--- config.mk ---
export PLATFORM = sky130hd
export DESIGN_NAME = logic_accum_unit_flat
export DESIGN_NICKNAME = d
export VERILOG_FILES = /design/src/rtl/logic_accum_unit_if.sv /design/src/rtl/logic_accum_unit.sv /design/src/flat_wrapper.sv
export SDC_FILE = /design/constraint.sdc
export NUM_CORES = 1
export LEC_CHECK = 0
export BUFFER_PORTS_ARGS = -buffer_cell sky130_fd_sc_hd__buf_4
export CAP_MARGIN = 20
export CORE_MARGIN = 2
export CORE_UTILIZATION = 35
export DETAILED_ROUTE_END_ITERATION = 8
export SLEW_MARGIN = 20
export SYNTH_ARGS = -nofsm -noshare
export SYNTH_HDL_FRONTEND = slang
export SYNTH_SLANG_ARGS = --single-unit
export TNS_END_PERCENT = 30
--- constraint.sdc ---
create_clock -name clk -period 3.6 [get_ports clk]
set_input_delay 1.08 -clock clk [delete_from_list [all_inputs] [get_ports clk]]
set_output_delay 1.08 -clock clk [all_outputs]
set_load 0.005 [all_outputs]
--- src/rtl/logic_accum_unit_if.sv ---
// Valid/ready bundle for logic_accum_unit: input beat channel, result channel and status.
// The unit takes the slave side. A producer/consumer or bench drives the master side.
interface logic_accum_unit_if #(
  parameter int WIDTH   = 8,
  parameter int COUNT_W = 8
);
  logic               in_valid;
  logic               in_ready;
  logic [WIDTH-1:0]   in_a;
  logic [WIDTH-1:0]   in_b;
  logic               in_last;
  logic [2:0]         op;
  logic               mode;
  logic               out_valid;
  logic               out_ready;
  logic [WIDTH-1:0]   out_y;
  logic [COUNT_W-1:0] out_count;
  logic               busy;

  modport master (
    output in_valid, in_a, in_b, in_last, op, mode, out_ready,
    input  in_ready, out_valid, out_y, out_count, busy
  );

  modport slave (
    input  in_valid, in_a, in_b, in_last, op, mode, out_ready,
    output in_ready, out_valid, out_y, out_count, busy
  );
endinterface

--- src/rtl/logic_accum_unit.sv ---
// Registered bitwise logic unit with a per-beat mode and a burst-accumulate mode.
// A single output register supports backpressure and one-result-per-cycle streaming.
module logic_accum_unit #(
  parameter int WIDTH   = 8,
  parameter int COUNT_W = 8
) (
  input  logic              clk,
  input  logic              rst_n,
  logic_accum_unit_if.slave bus
);

  localparam logic [1:0] ST_IDLE  = 2'd0;
  localparam logic [1:0] ST_ACCUM = 2'd1;
  localparam logic [1:0] ST_OUT   = 2'd2;
  localparam logic [COUNT_W-1:0] CNT_MAX = '1;
  localparam logic [COUNT_W-1:0] CNT_ONE = COUNT_W'(1);

  logic [1:0]         state_q, state_d;
  logic [WIDTH-1:0]   acc_q, acc_d;
  logic [COUNT_W-1:0] cnt_q, cnt_d;
  logic [2:0]         op_q, op_d;
  logic [WIDTH-1:0]   y_q, y_d;
  logic [COUNT_W-1:0] count_q, count_d;

  logic               acceptIn;
  logic [WIDTH-1:0]   vIn;
  logic [WIDTH-1:0]   vAcc;
  logic [WIDTH-1:0]   accNew;
  logic [COUNT_W-1:0] cntNew;

  function automatic logic [WIDTH-1:0] baseOp(input logic [2:0] sel,
                                              input logic [WIDTH-1:0] x,
                                              input logic [WIDTH-1:0] y);
    logic [WIDTH-1:0] r;
    case (sel)
      3'd0, 3'd3: r = x & y;
      3'd1, 3'd4: r = x | y;
      3'd2, 3'd5: r = x ^ y;
      default:    r = x;
    endcase
    return r;
  endfunction

  function automatic logic invertOf(input logic [2:0] sel);
    return (sel >= 3'd3) && (sel <= 3'd6);
  endfunction

  assign bus.in_ready  = (state_q != ST_OUT) | bus.out_ready;
  assign bus.out_valid = (state_q == ST_OUT);
  assign bus.busy      = (state_q == ST_ACCUM);
  assign bus.out_y     = y_q;
  assign bus.out_count = count_q;

  assign acceptIn = bus.in_valid & bus.in_ready;
  assign vIn      = baseOp(bus.op, bus.in_a, bus.in_b);
  assign vAcc     = baseOp(op_q, bus.in_a, bus.in_b);
  // "Take A" ops (6/7) fold to the newest A rather than combining with the accumulator.
  assign accNew   = (op_q[2] & op_q[1]) ? vAcc : baseOp(op_q, acc_q, vAcc);
  assign cntNew   = (cnt_q == CNT_MAX) ? cnt_q : cnt_q + CNT_ONE;

  always_comb begin
    state_d = state_q;
    acc_d   = acc_q;
    cnt_d   = cnt_q;
    op_d    = op_q;
    y_d     = y_q;
    count_d = count_q;
    case (state_q)
      ST_ACCUM: begin
        if (acceptIn) begin
          if (bus.in_last) begin
            y_d     = invertOf(op_q) ? ~accNew : accNew;
            count_d = cntNew;
            state_d = ST_OUT;
          end else begin
            acc_d = accNew;
            cnt_d = cntNew;
          end
        end
      end
      default: begin
        // IDLE and OUT share the load path so an accepted result can be replaced in the same cycle.
        if ((state_q == ST_OUT) && bus.out_ready) state_d = ST_IDLE;
        if (acceptIn) begin
          if (!bus.mode || bus.in_last) begin
            y_d     = invertOf(bus.op) ? ~vIn : vIn;
            count_d = CNT_ONE;
            state_d = ST_OUT;
          end else begin
            acc_d   = vIn;
            cnt_d   = CNT_ONE;
            op_d    = bus.op;
            state_d = ST_ACCUM;
          end
        end
      end
    endcase
  end

  always_ff @(posedge clk or negedge rst_n) begin
    if (!rst_n) begin
      state_q <= ST_IDLE;
      acc_q   <= '0;
      cnt_q   <= '0;
      op_q    <= '0;
      y_q     <= '0;
      count_q <= '0;
    end else begin
      state_q <= state_d;
      acc_q   <= acc_d;
      cnt_q   <= cnt_d;
      op_q    <= op_d;
      y_q     <= y_d;
      count_q <= count_d;
    end
  end

endmodule

--- src/flat_wrapper.sv ---
// flat-port wrapper written by rule: the top's interface ports become plain ports
module logic_accum_unit_flat 
#(
  parameter int WIDTH   = 8,
  parameter int COUNT_W = 8
)
  (clk, rst_n, bus_in_valid, bus_in_a, bus_in_b, bus_in_last, bus_op, bus_mode, bus_out_ready, bus_in_ready, bus_out_valid, bus_out_y, bus_out_count, bus_busy);
  logic_accum_unit_if #(.WIDTH(WIDTH), .COUNT_W(COUNT_W)) bus_i ();
  input  logic clk;
  input  logic rst_n;
  input wire logic [$bits(bus_i.in_valid)-1:0] bus_in_valid;
  input wire logic [$bits(bus_i.in_a)-1:0] bus_in_a;
  input wire logic [$bits(bus_i.in_b)-1:0] bus_in_b;
  input wire logic [$bits(bus_i.in_last)-1:0] bus_in_last;
  input wire logic [$bits(bus_i.op)-1:0] bus_op;
  input wire logic [$bits(bus_i.mode)-1:0] bus_mode;
  input wire logic [$bits(bus_i.out_ready)-1:0] bus_out_ready;
  output wire logic [$bits(bus_i.in_ready)-1:0] bus_in_ready;
  output wire logic [$bits(bus_i.out_valid)-1:0] bus_out_valid;
  output wire logic [$bits(bus_i.out_y)-1:0] bus_out_y;
  output wire logic [$bits(bus_i.out_count)-1:0] bus_out_count;
  output wire logic [$bits(bus_i.busy)-1:0] bus_busy;
  assign bus_i.in_valid = bus_in_valid;
  assign bus_i.in_a = bus_in_a;
  assign bus_i.in_b = bus_in_b;
  assign bus_i.in_last = bus_in_last;
  assign bus_i.op = bus_op;
  assign bus_i.mode = bus_mode;
  assign bus_i.out_ready = bus_out_ready;
  assign bus_in_ready = bus_i.in_ready;
  assign bus_out_valid = bus_i.out_valid;
  assign bus_out_y = bus_i.out_y;
  assign bus_out_count = bus_i.out_count;
  assign bus_busy = bus_i.busy;
  logic_accum_unit #(.WIDTH(WIDTH), .COUNT_W(COUNT_W)) u_core (.clk(clk), .rst_n(rst_n), .bus(bus_i));
endmodule
=== After elaboration in Yosys (flattened, before gate mapping) ===
Index checks and enable logic that the tools add are counted.

* Reduce and logical (&&, ||, !) cells: 19
* Bitwise gates (word level): 13
* Equal/unequal tests: 18
* Muxes and demuxes: 33
* $add $sub $neg: 1
* Order comparisons: 4

{| class="wikitable"
|+ Operators with widths
! cell !! number
|-
| 2-to-1 mux 8 bit || 24
|-
| case mux 8 bit (3 select lines) || 3
|-
| AND 8 bit || 2
|-
| NOT 8 bit || 2
|-
| OR 8 bit || 2
|-
| bitwise XOR 8 bit || 2
|-
| equality test 3 x 2 -> 1 bit (second input constant) || 4
|-
| equality test 3 bit (second input constant) || 4
|-
| 2-to-1 mux 2 bit || 6
|-
| AND reduction 3 bit || 4
|-
| OR reduction 2 bit || 6
|-
| adder 8 x 1 -> 8 bit (second input constant) || 1
|-
| equality test 8 bit (second input constant) || 1
|-
| != test 2 bit (second input constant) || 4
|-
| equality test 3 x 1 -> 1 bit (second input constant) || 2
|-
| greater-or-equal comparator 3 x 2 -> 1 bit (second input constant) || 2
|-
| less-or-equal comparator 3 bit (second input constant) || 2
|-
| logical NOT 3 bit || 2
|-
| nonzero test 2 bit || 2
|-
| logical AND 1 bit || 3
|-
| AND 1 bit || 2
|-
| equality test 2 x 1 -> 1 bit (second input constant) || 1
|-
| equality test 2 bit (second input constant) || 1
|-
| != test 2 x 1 -> 1 bit (second input constant) || 1
|-
| other kinds (4) || 5
|}

* Register bits after elaboration: 37
* Input port bits: 25

=== Depth between registers and ports, before layout ===
Gate-level depths: netlist of the first run.

* Depth after elaboration: 11
* Mapped depth: 14
* Mapped depth without buffers: 13

=== Least setup slack after synthesis of the first run ===
OpenSTA, ideal clock, no wires.

* Kind: input-to-reg
* Start: input bus_in_b[2]
* End: register u_core.y_q[2], in the netlist u_core.bus.out_y[2]
* Stages on the path: 13
* Buffers on the path: 0
* Arrival: 3.256 ns
* Setup time: 0.126 ns
* Required time: 3.474 ns
* Slack: 0.218 ns
* Path through: inv_1 ha_1 or2_2 a32oi_1 o21ai_1 nor2_1 ha_1 mux2_1 nand2_1 a31o_1 a31oi_1 mux2_2 a221o_1

* Longest elaborated chain between the ends: 10
* Elaborated cells between the ends (all ways): 19
* Classes of those cells: mux (11); bitwise (8)

{| class="wikitable"
|+ RTL lines
! item !! RTL line !! text
|-
| from (decl) || flat_wrapper.sv:13 || <nowiki>input wire logic [$bits(bus_i.in_b)-1:0] bus_in_b;</nowiki>
|-
| bitwise XOR 8 bit, or another cell as far along || logic_accum_unit.sv:38 || <nowiki>3'd2, 3'd5: r = x ^ y;</nowiki>
|-
| case mux 8 bit (3 select lines) || logic_accum_unit.sv:35 || <nowiki>case (sel)</nowiki>
|-
| bitwise XOR 8 bit, or another cell as far along || logic_accum_unit.sv:38 ||
|-
| case mux 8 bit (3 select lines) || logic_accum_unit.sv:35 ||
|-
| 2-to-1 mux 8 bit || logic_accum_unit.sv:58 || <nowiki>assign accNew = (op_q[2] & op_q[1]) ? vAcc : baseOp(op_q, acc_q, vAcc);</nowiki>
|-
| NOT 8 bit || logic_accum_unit.sv:72 || <nowiki>y_d = invertOf(op_q) ? ~accNew : accNew;</nowiki>
|-
| 2-to-1 mux 8 bit || logic_accum_unit.sv:72 ||
|-
| 2-to-1 mux 8 bit || logic_accum_unit.sv:71 || <nowiki>if (bus.in_last) begin</nowiki>
|-
| 2-to-1 mux 8 bit || logic_accum_unit.sv:70 || <nowiki>if (acceptIn) begin</nowiki>
|-
| 2-to-1 mux 8 bit (*) || logic_accum_unit.sv:68 || <nowiki>case (state_q)</nowiki>
|-
| to (signal assigned) || logic_accum_unit.sv:113 || <nowiki>y_q <= y_d;</nowiki>
|-
| to (decl) || logic_accum_unit.sv:22 || <nowiki>logic [WIDTH-1:0] y_q, y_d;</nowiki>
|}

Mark *: on every way between the ends. The rest lies on a longest branch, timed or not. The select of a mux whose other input is x is not followed.
A chain may end at the register's enable or synchronous reset.

=== Final worst setup path of the first run ===
Ends and elaborated chain as after synthesis.

==> results of run 1 <==
[cell usage in the layout (no fill, tap or decap), drive strengths merged, types with 3 or more instances in the layout]
master,n
a211oi,6
a21boi,4
a21oi,42
a2bb2oi,6
a31o,5
a31oi,15
a32oi,4
and2b,3
buf,66
clkbuf,7
dfrtp,37
ha,25
inv,29
mux2,16
mux2i,12
nand2,59
nand2b,16
nand3,17
nand3b,7
nor2,45
nor2b,14
nor3,5
o211ai,14
o21a,3
o21ai,38
o221ai,8
o22ai,5
o311ai,4
o31ai,3
or2,4
xnor2,6
xor2,4
[Yosys cell counts (4+ instances only)]
cell	n
a211oi_1	5
ha_1	25
o311ai_0	4
nor3_1	4
buf_6	6
inv_1	27
mux2i_1	12
nand2b_1	16
nand3b_1	7
o22ai_1	5
a32oi_1	4
xnor2_1	6
a31o_1	5
a21oi_1	40
o211ai_1	14
a31oi_1	14
a2bb2oi_1	6
o21ai_1	5
o221ai_1	8
a21boi_0	4
mux2_2	14
nor2_1	45
nand2_1	59
o21ai_0	33
dfrtp_1	37
nor2b_1	14
buf_2	14
clkbuf_1	7
nand3_1	16
[layer usage]
| metal | part of all wire [%] | routed length (µm) | up-vias | global-route usage, % |
|---|---|---|---|---|
| li1 | - | - | 1974 | - |
| met1 | 45 | 5350 | 1897 | 26.1 |
| met2 | 46 | 5540 | 124 | 31.1 |
| met3 | 5.1 | 612 | 38 | 2.50 |
| met4 | 3.4 | 411 | 0 | 6.83 |
| met5 | 0 | 0 | - | 0 |
[power breakdown]
part           switching (µW)  internal, µW  leakage [µW]  total, µW
registers                 107           506      0.000464        613
clock network             162           272     0.0000700        434
logic                     770           646       0.00147       1420
total                    1040          1420       0.00200       2460
[sequential cells by signal, summed over array words and instances, names as in the netlist]
name / count
u_core.acc_q: 8
u_core.bus.out_count: 8
u_core.bus.out_y: 8
u_core.cnt_q: 8
u_core.op_q: 3
u_core.state_q: 2
[logic make-up (layout without fill, tap and decap cells)]
group,after synthesis,after routing,synth area share [%]
XOR/XNOR,10,10,2.35
buffers and inverters,64,103,8.48
AO/OA/AOI/OAI,175,175,29.2
adder cells (fa/ha/maj),25,25,7.74
multiplexers,28,28,7.43
flip-flops,37,37,22.9
AND/OR/NAND/NOR,180,180,21.9
[worst paths after layout]
path | start | endpoint | slack, ns
max | bus_in_b[2] | u_core.bus.out_y[2] | 0.20
min | u_core.bus.out_count[2] | u_core.bus.out_count[2] | 0.48
max reg2reg | u_core.op_q[1] | u_core.bus.out_y[0] | 0.51
min reg2reg | u_core.bus.out_count[2] | u_core.bus.out_count[2] | 0.48
max in group asynchronous | rst_n | u_core.acc_q[6] | 2.50
min in group asynchronous | rst_n | u_core.bus.out_count[6] | 0.76
[layout make-up]
type                    count  area (µm²)  area share, %
multi-input cells         418        2780           59.9
clock buffers               7         143           3.08
flip-flops and latches     37         926           20.0
inverters                  30         113           2.43
repair buffers             66         495           10.7
well taps                 143         179           3.86
[critical path, cell delays in order]
cell     delay (ns)
buf_4          0.09
inv_1          0.04
ha_1           0.20
or2_2          0.28
a32oi_1        0.19
o21ai_1        0.11
nor2_1         0.12
ha_1           0.17
mux2_1         0.15
nand2_1        0.05
a31o_1         0.23
a31oi_1        0.24
mux2_2         0.37
a221o_1        0.25
[metrics by stage]
stage	instance area [µm²]	utilization [%]	hold WS [ns]
after floorplan	4040	-	0.473
after global placement	4490	39.5	0.465
after detailed placement	4490	39.5	0.474
after CTS	4630	40.7	0.485
after global routing	4630	40.7	0.514
final	4630	40.7	0.480
==> impl_metrics.py, run 1 <==
metrics = {
    "run_status": {
        "status": "complete, no violations",
    },
    "global_route": {
        "grt_pass1_vias": 3870,
        "grt_max_degree": 39,
        "grt_pass1_wl_um": 19600,
        "grtUsageTotal_pct": 19.1,
        "antenna_found_initial": 0,
        "grt_overflow": 0,
    },
    "clocking": {
        "htreeDepth": 2,
        "cts_tree": "yes",
        "cts_inserted_buffers": 5,
        "post_cts_buffers": 0,
        "clock-sinks": 37,
        "path_clk_slew_ns": 0.05,
        "cts_root_buffer": "clkbuf_16",
        "cts_resized": 0,
        "cts_hold_buffers": 0,
        "cts_max_path_buffers": 2,
        "clk_latency_ns": 0.28,
    },
    "timing": {
        "timing.final.crit_share_pct": 94.3,
        "drv_slew": 0,
        "setup_viol": 0,
        "rsz0062_at_grt": "false",
        "fin_ws_ns": 0.204,
        "tightestPinTransition_ns": 0.890,
        "clock_skew_ns": 0.00211,
        "slew_headroom_pct": 39.9,
        "finalSetupTns_ns": 0,
        "timing.fmax_mhz": 294,
        "fin_crit_ns": 3.40,
        "hold_viol": 0,
    },
    "pwr": {
        "p_leak_uw": 0.00200,
        "totalPowerFinal_uw": 2460,
        "power_density_nw_per_um2": 532,
        "ir_drop_mv": 0.243,
    },
    "floorplan": {
        "coreArea_um2": 11400,
        "die-area_um2": 12400,
        "die_w_um": 111,
        "boundaryPins": 44,
        "die_h_um": 111,
        "rows": 39,
        "initial_core_util_pct": 35.6,
    },
    "logic_synthesis": {
        "synth_nets": 569,
        "yosysWarnings": 0,
        "synth_area_leaders": "dfrtp_1 (23%), ha_1 (7.7%), nand2_1 (5.5%)",
        "synthArstFlopShare_pct": 100,
        "synth_top_area_cell": "dfrtp_1",
        "synth-edff-count": 0,
        "netlist-cell-type-count": 69,
        "synth_area_um2": 4040,
        "synth_ff_type": "dfrtp_1",
        "ys_ff_latch": 37,
        "synth_area_per_cell_um2": 7.79,
        "synthCells": 519,
        "seq_area_frac_synth_pct": 22.9,
        "synth_top_area_share_pct": 22.9,
    },
    "cells_and_area": {
        "finalNetCount": 608,
        "instances_no_fill": 701,
        "diodes": 0,
        "drive_gt1_share_pct": 18.1,
        "syn_to_final_growth_pct": 14.5,
        "fillers": 1147,
    },
    "placed_design": {
        "dp.cells": 694,
        "numPortBuffers": 43,
        "gp_congestion": 0.896,
        "post-place-ws_ns": -0.0829,
        "hpwl_um": 8760,
    },
    "worst_hold_path": {
        "min_path_type": "register to register",
        "holdPathStages": 2,
    },
    "route": {
        "wl_per_cell_um": 17.0,
        "drc": 0,
        "viasPerCell": 5.75,
        "drt-pass1-iter-count": 5,
        "drt_iter0_markers": 258,
        "postRouteAntennaNets": 0,
        "vias": 4033,
        "wl_um": 11900,
    },
    "critical_path": {
        "required_ns": 3.77,
        "r2r_cells": 11,
        "worstSetupPathType": "primary input to register",
        "crit_path_start_kind": "primary input",
        "crit_path_end_kind": "register",
        "crit_fanout": 2,
        "cp.arrival_ns": 3.56,
    },
    "run": {
        "maxCapViolations": 0,
    },
}
No activity file was read; power rests on OpenSTA's default activity.
==> inputs of run 2 (changes only) <==
--- a/config.mk
+++ b/config.mk
@@ -8,8 +8,9 @@
 export BUFFER_PORTS_ARGS = -buffer_cell sky130_fd_sc_hd__buf_4
 export CAP_MARGIN = 20
 export CORE_MARGIN = 2
-export CORE_UTILIZATION = 35
+export CORE_UTILIZATION = 55
 export DETAILED_ROUTE_END_ITERATION = 8
+export PLACE_DENSITY = 0.75
 export SLEW_MARGIN = 20
 export SYNTH_ARGS = -nofsm -noshare
 export SYNTH_HDL_FRONTEND = slang
==> run 2 against run 1 <==
Setup slack gained 0.020 ns. Global-route usage grew 8.6 points. Core utilization up 22 points. Design area shrank 2.7%. Critical path depth unchanged. Power shrank 1.8%. Die area is 35% lower. Cell count down 7.3%. Non-clock buffer count down 8. Sequential cell count did not move.
==> impl_metrics.py, run 2 (same netlist as run 1, synthesis figures left out) <==
metrics = {
    "timing": {
        "hold_viol": 0,
        "fin_crit_ns": 3.38,
        "setup_viol": 0,
        "drv_slew": 0,
        "tightestPinTransition_ns": 0.712,
        "clock_skew_ns": 0.00332,
        "timing.final.crit_share_pct": 93.8,
        "rsz0062_at_grt": "false",
        "slew_headroom_pct": 52.0,
        "fin_ws_ns": 0.224,
        "timing.fmax_mhz": 296,
        "finalSetupTns_ns": 0,
    },
    "route": {
        "wl_um": 11100,
        "drc": 0,
        "wl_per_cell_um": 17.1,
        "viasPerCell": 6.19,
        "drt-pass1-iter-count": 5,
        "vias": 4026,
        "postRouteAntennaNets": 0,
        "drt_iter0_markers": 331,
    },
    "run": {
        "maxCapViolations": 0,
    },
    "cells_and_area": {
        "final_core_util_pct": 62.8,
        "diodes": 0,
        "fin_area_um2": 4510,
        "fillers": 643,
        "syn_to_final_growth_pct": 11.4,
        "finalNetCount": 600,
        "drive_gt1_share_pct": 17.2,
        "final_common_cell": "nand2_1",
        "mostFrequentLayoutCells": "nand2_1 (59), buf_4 (58), nor2_1 (45)",
        "register_area_um2": 926,
        "multi_input_area_um2": 2780,
    },
    "critical_path": {
        "crit_path_start": "bus_in_b[2]",
        "crit_fanout": 2,
        "worstSetupPathType": "primary input to register",
        "crit_path_start_kind": "primary input",
        "crit_path_end_kind": "register",
        "r2r_start": "u_core.op_q[2]",
        "required_ns": 3.78,
        "cp.arrival_ns": 3.56,
    },
    "placed_design": {
        "placed_area_um2": 4370,
        "numPortBuffers": 43,
        "hpwl_um": 7970,
        "post-place-ws_ns": -0.0795,
        "gp_congestion": 0.987,
    },
    "floorplan": {
        "die-area_um2": 8050,
        "die_w_um": 89.7,
        "rows": 31,
        "die_h_um": 89.7,
        "coreArea_um2": 7180,
        "boundaryPins": 44,
        "initial_core_util_pct": 56.4,
    },
    "pwr": {
        "totalPowerFinal_uw": 2420,
        "ir_drop_mv": 0.345,
        "p_leak_uw": 0.00196,
        "power_density_nw_per_um2": 537,
    },
    "run_status": {
        "status": "complete, no violations",
    },
    "clocking": {
        "clock-sinks": 37,
        "post_cts_buffers": 0,
        "cts_max_path_buffers": 2,
        "htreeDepth": 2,
        "cts_tree": "yes",
        "cts_root_buffer": "clkbuf_8",
        "cts_inserted_buffers": 5,
        "cts_resized": 0,
        "cts_hold_buffers": 0,
        "clk_latency_ns": 0.29,
        "path_clk_slew_ns": 0.08,
    },
    "global_route": {
        "grt_max_degree": 39,
        "grt_overflow": 0,
        "grt_pass1_vias": 3755,
        "antenna_found_initial": 0,
        "grt_pass1_wl_um": 18300,
        "grtUsageTotal_pct": 27.7,
    },
    "worst_hold_path": {
        "min_path_type": "register to register",
        "min_from": "u_core.bus.out_count[5]",
    },
}
[run 2: per-layer routing]
metal	share of wire, %	GRT usage, %
met1	46	38.7
met2	45	44.4
met3	6.8	4.19
met4	2.3	8.97
met5	0	0
[run 2: final cells by class]
class	instances	area share (%)
inverters	30	2.50
well taps	99	2.75
flip-flops and latches	37	20.5
clock inverters	3	1.44
multi-input cells	418	61.6
clock buffers	5	1.53
repair buffers	58	9.66
[run 2: worst paths after layout]
| path | to | slack, ns | cells after the start |
|---|---|---|---|
| max reg2reg | u_core.bus.out_y[2] | 0.52 | 10 |
| max | u_core.bus.out_y[2] | 0.22 | 14 |
| min in group asynchronous | u_core.cnt_q[0] | 0.75 | 1 |
| max in group asynchronous | u_core.cnt_q[7] | 2.51 | 1 |
| min | u_core.bus.out_count[5] | 0.48 | 1 |
| min reg2reg | u_core.bus.out_count[5] | 0.48 | 1 |
[run 2: metrics by stage]
step,cells,hold slack (ns)
floorplan,519,0.473
global placement,642,0.462
detailed placement,642,0.467
CTS,650,0.486
global route,650,0.511
finish,650,0.479
[run 2: where the power goes]
part / total [µW] / leakage, µW / switching (µW) / internal, µW
logic: 1370 / 0.00143 / 743 / 625
clock network: 436 / 0.0000681 / 161 / 275
registers: 614 / 0.000464 / 109 / 505
[run 2: worst max-delay path, stage by stage]
cell and delay, ns:
buf_4 0.08, inv_1 0.03, ha_1 0.20, or2_2 0.27
a32oi_1 0.18, o21ai_1 0.12, nor2_1 0.14, ha_1 0.18
mux2_1 0.15, nand2_1 0.06, a31o_1 0.22, a31oi_1 0.23
mux2_2 0.37, a221o_1 0.25
